==> config.mk <==
export PLATFORM = sky130hd
export DESIGN_NAME = uart_rx_byte
export DESIGN_NICKNAME = d
export VERILOG_FILES = /design/src/rtl/uart_rx_byte.sv
export SDC_FILE = /design/constraint.sdc
export NUM_CORES = 1
export LEC_CHECK = 0
export ABC_AREA = 1
export ABC_CLOCK_PERIOD_IN_PS = 2700
export CORE_UTILIZATION = 45
export CTS_CLUSTER_SIZE = 24
export DETAILED_ROUTE_END_ITERATION = 16
export PLACE_DENSITY = 0.74
export REMOVE_ABC_BUFFERS = 1
export SYNTH_ARGS = -nofsm -noshare
export SYNTH_HDL_FRONTEND = slang
export SYNTH_SLANG_ARGS = --single-unit
==> constraint.sdc <==
create_clock -name clk -period 2.7 [get_ports clk]
set_input_delay 0.54 -clock clk [delete_from_list [all_inputs] [get_ports clk]]
set_output_delay 0.54 -clock clk [all_outputs]
set_load 0.01 [all_outputs]
==> src/rtl/uart_rx_byte.sv <==
// uart_rx_byte: 8N1 UART receiver, LSB first, feeding a 1-entry valid/ready holding register.
// The line is double-flopped. The start bit is re-checked at half a bit to reject glitches.
// Data bits are sampled at mid-bit. The frame ends at the mid-stop sample, so the next start
// edge is caught even if the transmitter runs early.
//
// state     | meaning
// ----------|-------------------------------------------------------------
// IDLE      | line idle, waiting for a falling edge on rx_s
// START     | half-bit wait; line still low -> real start bit, else glitch
// DATA      | sampling 8 data bits, one every CLKS_PER_BIT clocks
// STOP      | sampling the stop bit; deliver the byte or flag a framing error
// WAIT_IDLE | framing error seen; hold off until the line returns high
module uart_rx_byte #(
    parameter int CLKS_PER_BIT = 434,
    parameter int W_BYTE       = 8
) (
    input  logic              clk,
    input  logic              rst_n,
    input  logic              rx_serial,
    output logic [W_BYTE-1:0] rx_byte,
    output logic              rx_valid,
    input  logic              rx_ready,
    output logic              framing_err,
    output logic              overrun_err,
    input  logic              overrun_clr
);

    localparam int CNT_W = $clog2(CLKS_PER_BIT);
    localparam int HALF  = CLKS_PER_BIT / 2;
    localparam logic [CNT_W-1:0] CNT_HALF = CNT_W'(HALF - 1);
    localparam logic [CNT_W-1:0] CNT_LAST = CNT_W'(CLKS_PER_BIT - 1);
    localparam logic [2:0]       IDX_LAST = 3'(W_BYTE - 1);

    typedef enum logic [2:0] {
        IDLE,
        START,
        DATA,
        STOP,
        WAIT_IDLE
    } state_t;

    state_t            state, state_nxt;
    logic              sync_1, rx_s;
    logic [CNT_W-1:0]  clk_cnt;
    logic [2:0]        bit_idx;
    logic [W_BYTE-1:0] shift_reg;

    logic cnt_clr, cnt_inc, idx_clr, idx_inc, shift_en, good_stop, bad_stop;

    // Two-flop synchronizer; both flops reset to the idle (high) line level.
    always_ff @(posedge clk) begin
        if (!rst_n) begin
            sync_1 <= 1'b1;
            rx_s   <= 1'b1;
        end else begin
            sync_1 <= rx_serial;
            rx_s   <= sync_1;
        end
    end

    // FSM state register.
    always_ff @(posedge clk) begin
        if (!rst_n) state <= IDLE;
        else        state <= state_nxt;
    end

    // Next-state and datapath control decode.
    always_comb begin
        state_nxt = state;
        cnt_clr   = 1'b0;
        cnt_inc   = 1'b0;
        idx_clr   = 1'b0;
        idx_inc   = 1'b0;
        shift_en  = 1'b0;
        good_stop = 1'b0;
        bad_stop  = 1'b0;
        unique case (state)
            IDLE: begin
                cnt_clr = 1'b1;
                if (!rx_s) state_nxt = START;
            end
            START: begin
                if (clk_cnt == CNT_HALF) begin
                    cnt_clr = 1'b1;
                    if (!rx_s) begin
                        idx_clr   = 1'b1;
                        state_nxt = DATA;
                    end else begin
                        state_nxt = IDLE;
                    end
                end else begin
                    cnt_inc = 1'b1;
                end
            end
            DATA: begin
                if (clk_cnt == CNT_LAST) begin
                    cnt_clr  = 1'b1;
                    shift_en = 1'b1;
                    if (bit_idx == IDX_LAST) state_nxt = STOP;
                    else                     idx_inc   = 1'b1;
                end else begin
                    cnt_inc = 1'b1;
                end
            end
            STOP: begin
                if (clk_cnt == CNT_LAST) begin
                    cnt_clr = 1'b1;
                    if (rx_s) begin
                        good_stop = 1'b1;
                        state_nxt = IDLE;
                    end else begin
                        bad_stop  = 1'b1;
                        state_nxt = WAIT_IDLE;
                    end
                end else begin
                    cnt_inc = 1'b1;
                end
            end
            WAIT_IDLE: begin
                cnt_clr = 1'b1;
                if (rx_s) state_nxt = IDLE;
            end
            default: state_nxt = IDLE;
        endcase
    end

    // Bit-timing counter, bit index and LSB-first shift register.
    always_ff @(posedge clk) begin
        if (!rst_n) begin
            clk_cnt   <= '0;
            bit_idx   <= '0;
            shift_reg <= '0;
        end else begin
            if (cnt_clr)      clk_cnt <= '0;
            else if (cnt_inc) clk_cnt <= clk_cnt + 1'b1;
            if (idx_clr)      bit_idx <= '0;
            else if (idx_inc) bit_idx <= bit_idx + 1'b1;
            if (shift_en)     shift_reg <= {rx_s, shift_reg[W_BYTE-1:1]};
        end
    end

    // Holding register: a good byte loads when the slot is empty or draining this cycle;
    // otherwise it is dropped and the sticky overrun flag is raised (set beats clear).
    always_ff @(posedge clk) begin
        if (!rst_n) begin
            rx_byte     <= '0;
            rx_valid    <= 1'b0;
            framing_err <= 1'b0;
            overrun_err <= 1'b0;
        end else begin
            framing_err <= bad_stop;
            if (good_stop && (!rx_valid || rx_ready)) begin
                rx_byte  <= shift_reg;
                rx_valid <= 1'b1;
            end else if (rx_valid && rx_ready) begin
                rx_valid <= 1'b0;
            end
            if (good_stop && rx_valid && !rx_ready) overrun_err <= 1'b1;
            else if (overrun_clr)                   overrun_err <= 1'b0;
        end
    end

endmodule

-- Word-level counts from Yosys, hierarchy flattened
Cells that the tools add are included.
- flip-flop bits (word level): 36
- logic and storage cells: 71
- $add $sub $neg: 2
- equal/unequal tests: 13
- multiplexer cells: 29
- bitwise logic cells: 1
- reduce and logical (&&, ||, !) cells: 16
- operators by type and width (cell ; count):
    two-way mux 3 bit ; 7
    two-way mux 1 bit ; 18
    case mux 3 bit (5 select lines) ; 1
    inequality test 2 bit, second input constant ; 6
    adder 9 x 1 -> 9 bit, second input constant ; 1
    == test 9 x 8 -> 1 bit, second input constant ; 1
    == test 9 bit, second input constant ; 1
    OR reduction 2 bit ; 4
    == test 3 x 2 -> 1 bit, second input constant ; 2
    == test 3 bit, second input constant ; 2
    AND reduction 6 bit ; 1
    logical AND 1 bit ; 4
    nonzero test 2 bit ; 2
    adder 3 x 1 -> 3 bit, second input constant ; 1
    == test 3 x 1 -> 1 bit, second input constant ; 1
    zero test 3 bit ; 1
    case mux 1 bit (3 select lines) ; 1
    AND reduction 3 bit ; 1
    zero test 1 bit ; 2
    two-way mux 2 bit ; 1
    case mux 1 bit (2 select lines) ; 1
    logical OR 1 bit ; 1
    inverter 1 bit ; 1

-- Logic depth before layout (Yosys ltp)
Gate-level depths: netlist (run 1).
- depth after elaboration: 6
- gate-level depth with buffers: 11
- mapped depth without buffers: 11

-- Worst setup path after synthesis (run 1)
No wires, ideal clock.
- path type: register -> register
- from: reg clk_cnt[0]
- to: reg rx_byte[7]
- setup time: 0.112 ns
- data arrival time: 1.279 ns
- required time: 2.588 ns
- path slack: 1.309 ns
- stages on the path, launching flop included: 10
- buffers on the path: 1
- period minus slack after synthesis: 1.391 ns
- cells stage by stage: dfxtp_1 ha_1 nand2_1 nor2_2 nand2_4 inv_4 nand4_4 buf_6 nor2_2 nor2_2
- cells in the longest elaborated chain, start to end: 4
- ends and longest elaborated chain (item ; line ; text):
    start, declared ; 44 ; logic [CNT_W-1:0] clk_cnt;
    start signal, assigned ; 135 ; else if (cnt_inc) clk_cnt <= clk_cnt + 1'b1;
    == test 9 bit ; 106 ; if (clk_cnt == CNT_LAST) begin
    two-way mux 1 bit ; 106 ;
    two-way mux 1 bit ; 77 ; unique case (state)
    logical AND 1 bit ; 152 ; if (good_stop && (!rx_valid || rx_ready)) begin
    end signal, assigned ; 153 ; rx_byte <= shift_reg;
    end, declared ; 20 ; output logic [W_BYTE-1:0] rx_byte,
Every way passes these cells.
A chain may end at the register's enable or synchronous reset.

-- Worst setup path after layout (run 1)
- from: reg rx_valid
- to: out rx_valid
- RTL lines (item ; line ; text):
    start, declared ; 21 ; output logic rx_valid,
    start signal, assigned ; 147 ; rx_valid <= 1'b0;
    start signal, assigned ; 154 ; rx_valid <= 1'b1;
    start signal, assigned ; 156 ; rx_valid <= 1'b0;
No word-level cell between the ends.

==> results.sh, run 1 <==
export IMPL_status="complete, no violations"
export IMPL_grt_pass1_vias=1441
export IMPL_die_width_um=64.6
export IMPL_htree_levels=2
export IMPL_max_vdd_ir_drop_mv=0.385
export IMPL_nets=287
export IMPL_fp_dieArea_um2=4180
export IMPL_startpoint_type="register"
export IMPL_path_max_fanout=2
export IMPL_critical_path_top_delay_family="buffers and inverters"
export IMPL_slowest_stage="clkdlybuf4s50_1"
export IMPL_finalCriticalPeriod_ps=1710
export IMPL_max_freq_mhz=583
export IMPL_reg2reg_slack_ps=1070
export IMPL_drt_iter0_drc=70
export IMPL_port_buffers=15
export IMPL_postCtsSetupBuffers=0
export IMPL_drv_slew=0
export IMPL_core_area_um2=3720
export IMPL_clk_pin_slew_ps=70
export IMPL_initial_core_util=0.475
export IMPL_vias=1556
export IMPL_rsz0062_at_grt="no"
export IMPL_grt_total_usage=0.185
export IMPL_path_buf_inv=1
export IMPL_setup_viol=0
export IMPL_crit_end="rx_valid"
export IMPL_syn_to_final_growth_pct=19.1
export IMPL_rows=22
export IMPL_cts_resized=0
export IMPL_ys_seq_elements=36
export IMPL_detail_route_wl_per_cell_um=10.0
export IMPL_viasPerCell=4.77
export IMPL_drc=0
export IMPL_hp_class="reg2reg"
export IMPL_ys_seq_area_frac=0.409
export IMPL_largest_register_ff_count=9
export IMPL_synth_cell_types=27
export IMPL_arrival_ps=1170
export IMPL_register_area_um2=721
export IMPL_cts_max_path_buffers=2
export IMPL_routed_wirelength_mm=3.27
export IMPL_fin_setup_tns_ps=0
export IMPL_synth_area_um2=1760
export IMPL_slowest_delay_ps=540
export IMPL_cp_depth=1
export IMPL_cp_cell_sequence="clkdlybuf4s50_1"
export IMPL_critPathRequiredTime_ps=2160
export IMPL_r2r_end="clk_cnt[8]"
export IMPL_finalHoldViolCount=0
export IMPL_cts_sinks=36
export IMPL_cts_tree="yes"
export IMPL_root_buffer="clkbuf_8"
export IMPL_ant_nets=0
export IMPL_final_common_cell="nand2_1"
export IMPL_diodes=0
export IMPL_hpwlAfterDp_mm=2.33
export IMPL_antenna_found_initial=0
export IMPL_gp_congestion=0.861
export IMPL_async_flop_share=0
export IMPL_synthCells=259
export IMPL_cp_end_kind="output port"
export IMPL_r2r_cells=9
export IMPL_r2r_start="clk_cnt[0]"
export IMPL_crit_type="reg2out"
export IMPL_synth_flop_cell="dfxtp_1"
export IMPL_cp_startpoint="rx_valid"
export IMPL_placed_area_um2=1940
export IMPL_overflow=0
export IMPL_die_h_um=64.6
export IMPL_maxCapViolations=0
export IMPL_clk_latency_ps=290
export IMPL_io_pins=16
export IMPL_fin_crit_sh=0.635
export IMPL_first_pass_iters=4
export IMPL_hold_buffers=0
export IMPL_grt_max_degree=18
export IMPL_most_common_layout_cells="nand2_1 (82), nor2_1 (42), dfxtp_1 (36), inv_1 (26), a21oi_1 (25)"
export IMPL_p_per_area_nw_per_um2=774
export IMPL_grt_pass1_wl_mm=6.01
export IMPL_synth_edff_count=0
export IMPL_synth_avg_cell_area_um2=6.81
export IMPL_multi_input_comb_area_um2=875
export IMPL_tightest_slew_ps=463
export IMPL_fin_skew_ps=7.29
export IMPL_whs_path_depth=1
export IMPL_fillerInstances=379
export IMPL_drive_above_1_share=0.119
export IMPL_max_slew_margin=0.689
export IMPL_p_leak_nw=0.892
export IMPL_cts_buffers=5
export IMPL_ys_warn_count=0
export IMPL_final_area_um2=2100
==> stage by stage <==
| stage | std cells | hold slack (ps) | util | worst slack, ps | power (W) |
|---|---|---|---|---|---|
| floorplan | 254 | 393 | - | 1340 | 0.000893 |
| global placement | 318 | 396 | 0.523 | 872 | 0.000971 |
| detailed placement | 318 | 404 | 0.523 | 835 | 0.000980 |
| CTS | 326 | 421 | 0.566 | 976 | 0.00164 |
| global route | 326 | 439 | 0.566 | 914 | 0.00173 |
| finish | 326 | 419 | 0.566 | 986 | 0.00163 |
==> final cells by class <==
cell class | instances | share of cell area
multi-input cells | 184 | 0.416
flip-flops and latches | 36 | 0.343
repair buffers | 16 | 0.0750
inverters | 34 | 0.0619
clock inverters | 3 | 0.0429
clock buffers | 5 | 0.0327
well taps | 48 | 0.0286
==> cell usage after synthesis, types with 3 or more instances <==
| library cell | number | share of area |
|---|---|---|
| nand2_1 | 82 | 0.17 |
| nor2_1 | 42 | 0.089 |
| dfxtp_1 | 36 | 0.41 |
| inv_1 | 26 | 0.055 |
| a21oi_1 | 25 | 0.071 |
| inv_2 | 7 | 0.015 |
| ha_1 | 5 | 0.035 |
| nand2_2 | 5 | 0.018 |
| nand3_1 | 5 | 0.014 |
| nor2_2 | 3 | 0.011 |
| nor3_1 | 3 | 0.0085 |
==> how the worst min path moves through the flow <==
| stage | startpoint | end | slack, ps |
|---|---|---|---|
| 2_1_floorplan | sync_1 | rx_s | 390 |
| 3_3_place_gp | sync_1 | rx_s | 400 |
| 3_5_place_dp | sync_1 | rx_s | 400 |
| 4_1_cts | sync_1 | rx_s | 420 |
| 5_1_grt | sync_1 | rx_s | 440 |
| 6_report | sync_1 | rx_s | 420 |
==> worst reg2reg max path, stage by stage, from the launching register on <==
cell and delay, ps:
dfxtp_1 410, ha_1 180, nand2_1 60, nor2_2 160
nand2_4 120, nand2_2 90, nand2_2 170, inv_2 170
nand2_1 60, a21oi_1 140
==> layer usage <==
metal | part of all wire | GRT usage
met5 | 0 | 0
met4 | 0.015 | 0.0667
met3 | 0.042 | 0.0563
met2 | 0.45 | 0.303
met1 | 0.49 | 0.228
==> kinds of logic after synthesis <==
kind of cell | synth area share
adders and majority gates | 0.0355
xor gates and xnor gates | 0.00993
AOI/OAI and AO/OA | 0.0780
and+or+nand+nor | 0.372
buffers and inverters | 0.0957
DFF | 0.409
==> where the power goes <==
group	switching, W	internal (W)
combinational	0.000265	0.000111
sequential	0.0000335	0.000557
clock	0.000197	0.000462
(Power assumes the default switching activity.)
==> run 2, diff against run 1 <==
--- a/config.mk
+++ b/config.mk
@@ -6,11 +6,11 @@
 export NUM_CORES = 1
 export LEC_CHECK = 0
 export ABC_AREA = 1
-export ABC_CLOCK_PERIOD_IN_PS = 2700
+export ABC_CLOCK_PERIOD_IN_PS = 1500
 export CORE_UTILIZATION = 45
 export CTS_CLUSTER_SIZE = 24
 export DETAILED_ROUTE_END_ITERATION = 16
-export PLACE_DENSITY = 0.74
+export PLACE_DENSITY = 0.76
 export REMOVE_ABC_BUFFERS = 1
 export SYNTH_ARGS = -nofsm -noshare
 export SYNTH_HDL_FRONTEND = slang
==> constraint.sdc (replaced) <==
create_clock -name clk -period 1.5 [get_ports clk]
set_input_delay 0.3 -clock clk [delete_from_list [all_inputs] [get_ports clk]]
set_output_delay 0.3 -clock clk [all_outputs]
set_load 0.01 [all_outputs]
==> results.sh, run 2 (synthesized netlist as in run 1, its figures left out) <==
export IMPL_status="complete, no violations"
export IMPL_final_common_cell="nand2_1"
export IMPL_largest_register_ff_count=9
export IMPL_tightest_slew_ps=444
export IMPL_clk_latency_ps=300
export IMPL_fin_setup_tns_ps=0
export IMPL_finalCriticalPeriod_ps=1490
export IMPL_max_slew_margin=0.702
export IMPL_cts_sinks=36
export IMPL_clk_pin_slew_ps=80
export IMPL_p_leak_nw=0.983
export IMPL_slowest_delay_ps=470
export IMPL_rows=22
export IMPL_htree_levels=2
export IMPL_slowest_stage="dfxtp_1"
export IMPL_grt_met3_usage=0.0423
export IMPL_post_route_util=0.610
export IMPL_grt_pass1_vias=1445
export IMPL_io_pins=16
export IMPL_hpwlAfterDp_mm=2.53
export IMPL_finalHoldViolCount=0
export IMPL_setup_viol=0
export IMPL_fp_dieArea_um2=4180
export IMPL_die_width_um=64.6
export IMPL_met1_usage=0.223
export IMPL_critPathRequiredTime_ps=1690
export IMPL_grt_total_usage=0.194
export IMPL_grt_pass1_wl_mm=6.22
export IMPL_critical_path_top_delay_family="simple AND/OR/NAND/NOR gates"
export IMPL_ant_nets=0
export IMPL_grt_max_degree=14
export IMPL_root_buffer="clkbuf_8"
export IMPL_core_area_um2=3720
export IMPL_path_buf_inv=0
export IMPL_path_max_fanout=5
export IMPL_cts_buffers=5
export IMPL_viasPerCell=4.92
export IMPL_cp_cell_sequence="nand2_1 -> nor2_1 -> nand2_1 -> nand2_2 -> nand2_1 -> nor2_4 -> nand2_1 -> nand2_1 -> nor2_1"
export IMPL_cp_depth=9
export IMPL_crit_top_cell="nand2_1"
export IMPL_p_total_w=0.00283
export IMPL_drt_iter0_drc=72
export IMPL_fin_skew_ps=7.67
export IMPL_overflow=0
export IMPL_cts_max_path_buffers=2
export IMPL_initial_core_util=0.475
export IMPL_most_common_layout_cells="nand2_1 (77), nor2_1 (38), dfxtp_1 (33), inv_1 (24), a21oi_1 (21)"
export IMPL_crit_type="reg2reg"
export IMPL_routed_wirelength_mm=4.02
export IMPL_drc=0
export IMPL_nets=298
export IMPL_detail_route_wl_per_cell_um=11.9
export IMPL_max_vdd_ir_drop_mv=0.730
export IMPL_maxCapViolations=0
export IMPL_hp_class="reg2reg"
export IMPL_arrival_ps=1680
export IMPL_drv_slew=0
export IMPL_syn_to_final_growth_pct=28.4
export IMPL_diodes=0
export IMPL_whs_path_depth=1
export IMPL_cts_tree="yes"
export IMPL_startpoint_type="register"
export IMPL_p_per_area_nw_per_um2=1250
export IMPL_met2_usage=0.345
export IMPL_die_h_um=64.6
export IMPL_drive_above_1_share=0.218
export IMPL_antenna_found_initial=0
export IMPL_port_buffers=15
export IMPL_rsz0062_at_grt="yes"
export IMPL_vias=1657
export IMPL_first_pass_iters=4
export IMPL_max_freq_mhz=671
export IMPL_fin_crit_sh=0.994
export IMPL_gp_congestion=0.843
export IMPL_top_usage_layer="met2"
export IMPL_cp_end_kind="register"
export IMPL_r2r_cells=9
[run 2: cell types whose count changed in the layout (fill, tap and decap cells not counted), sizes merged]
cell / delta
nand4: +1
clkbuf: +1
clkdlybuf4s50: -2
clkinv: +1
buf: +10
dlymetal6s2s: +2
bufinv: -2
[run 2: final cells by class]
class / count / area (um2)
Tap cell: 48 / 60.1
Sequential cell: 36 / 727
Timing Repair Buffer: 26 / 241
Inverter: 34 / 140
Fill cell: 351 / 1450
Multi-Input combinational cell: 185 / 990
Clock buffer: 6 / 72.6
Clock inverter: 2 / 35.0
[run 2: final timing paths]
path	from	to	slack (ps)
max	clk_cnt[7]	state[2]	9
min	sync_1	rx_s	420
max reg2reg	clk_cnt[7]	state[2]	9
min reg2reg	sync_1	rx_s	420
[run 2: worst register-to-register path, cell delays in order, from the launching register on]
cell and delay [ps]:
dfxtp_1 470, nand2_1 150, nor2_1 140, nand2_1 110, nand2_2 110, nand2_1 100, nor2_4 140, nand2_1 70
nand2_1 60, nor2_1 40
[run 2: where the power goes]
| part | internal (W) | total [W] | switching [W] |
|---|---|---|---|
| registers | 0.00101 | 0.00107 | 0.0000629 |
| clock network | 0.000493 | 0.000850 | 0.000357 |
| logic | 0.000305 | 0.000909 | 0.000604 |
[run 2: per-stage QoR]
stage	hold WS, ps	std cells	area (um2)	worst slack (ps)
2_1_floorplan	393	254	1730	143
3_3_place_gp	395	328	2020	-21.7
3_5_place_dp	402	328	2020	-50.8
4_1_cts	419	337	2160	6.79
5_1_grt	428	337	2270	-106
6_report	417	337	2270	8.74
[run 2: layer usage]
| layer | wire length [um] | vias to the layer above |
|---|---|---|
| met3 | 114 | 12 |
| li1 | - | 851 |
| met2 | 2050 | 29 |
| met5 | 0 | - |
| met4 | 138 | 0 |
| met1 | 1710 | 765 |
[run 2: what timing repair did]
| item | 4_1_cts | 5_1_grt |
|---|---|---|
| setup endpoints to repair | 18 | 33 |
| resized for setup | 5 | 32 |
| hold buffers | 0 | 0 |
| setup buffers | 0 | 0 |
| pin swaps | 1 | 10 |
| cloned | 1 | 0 |
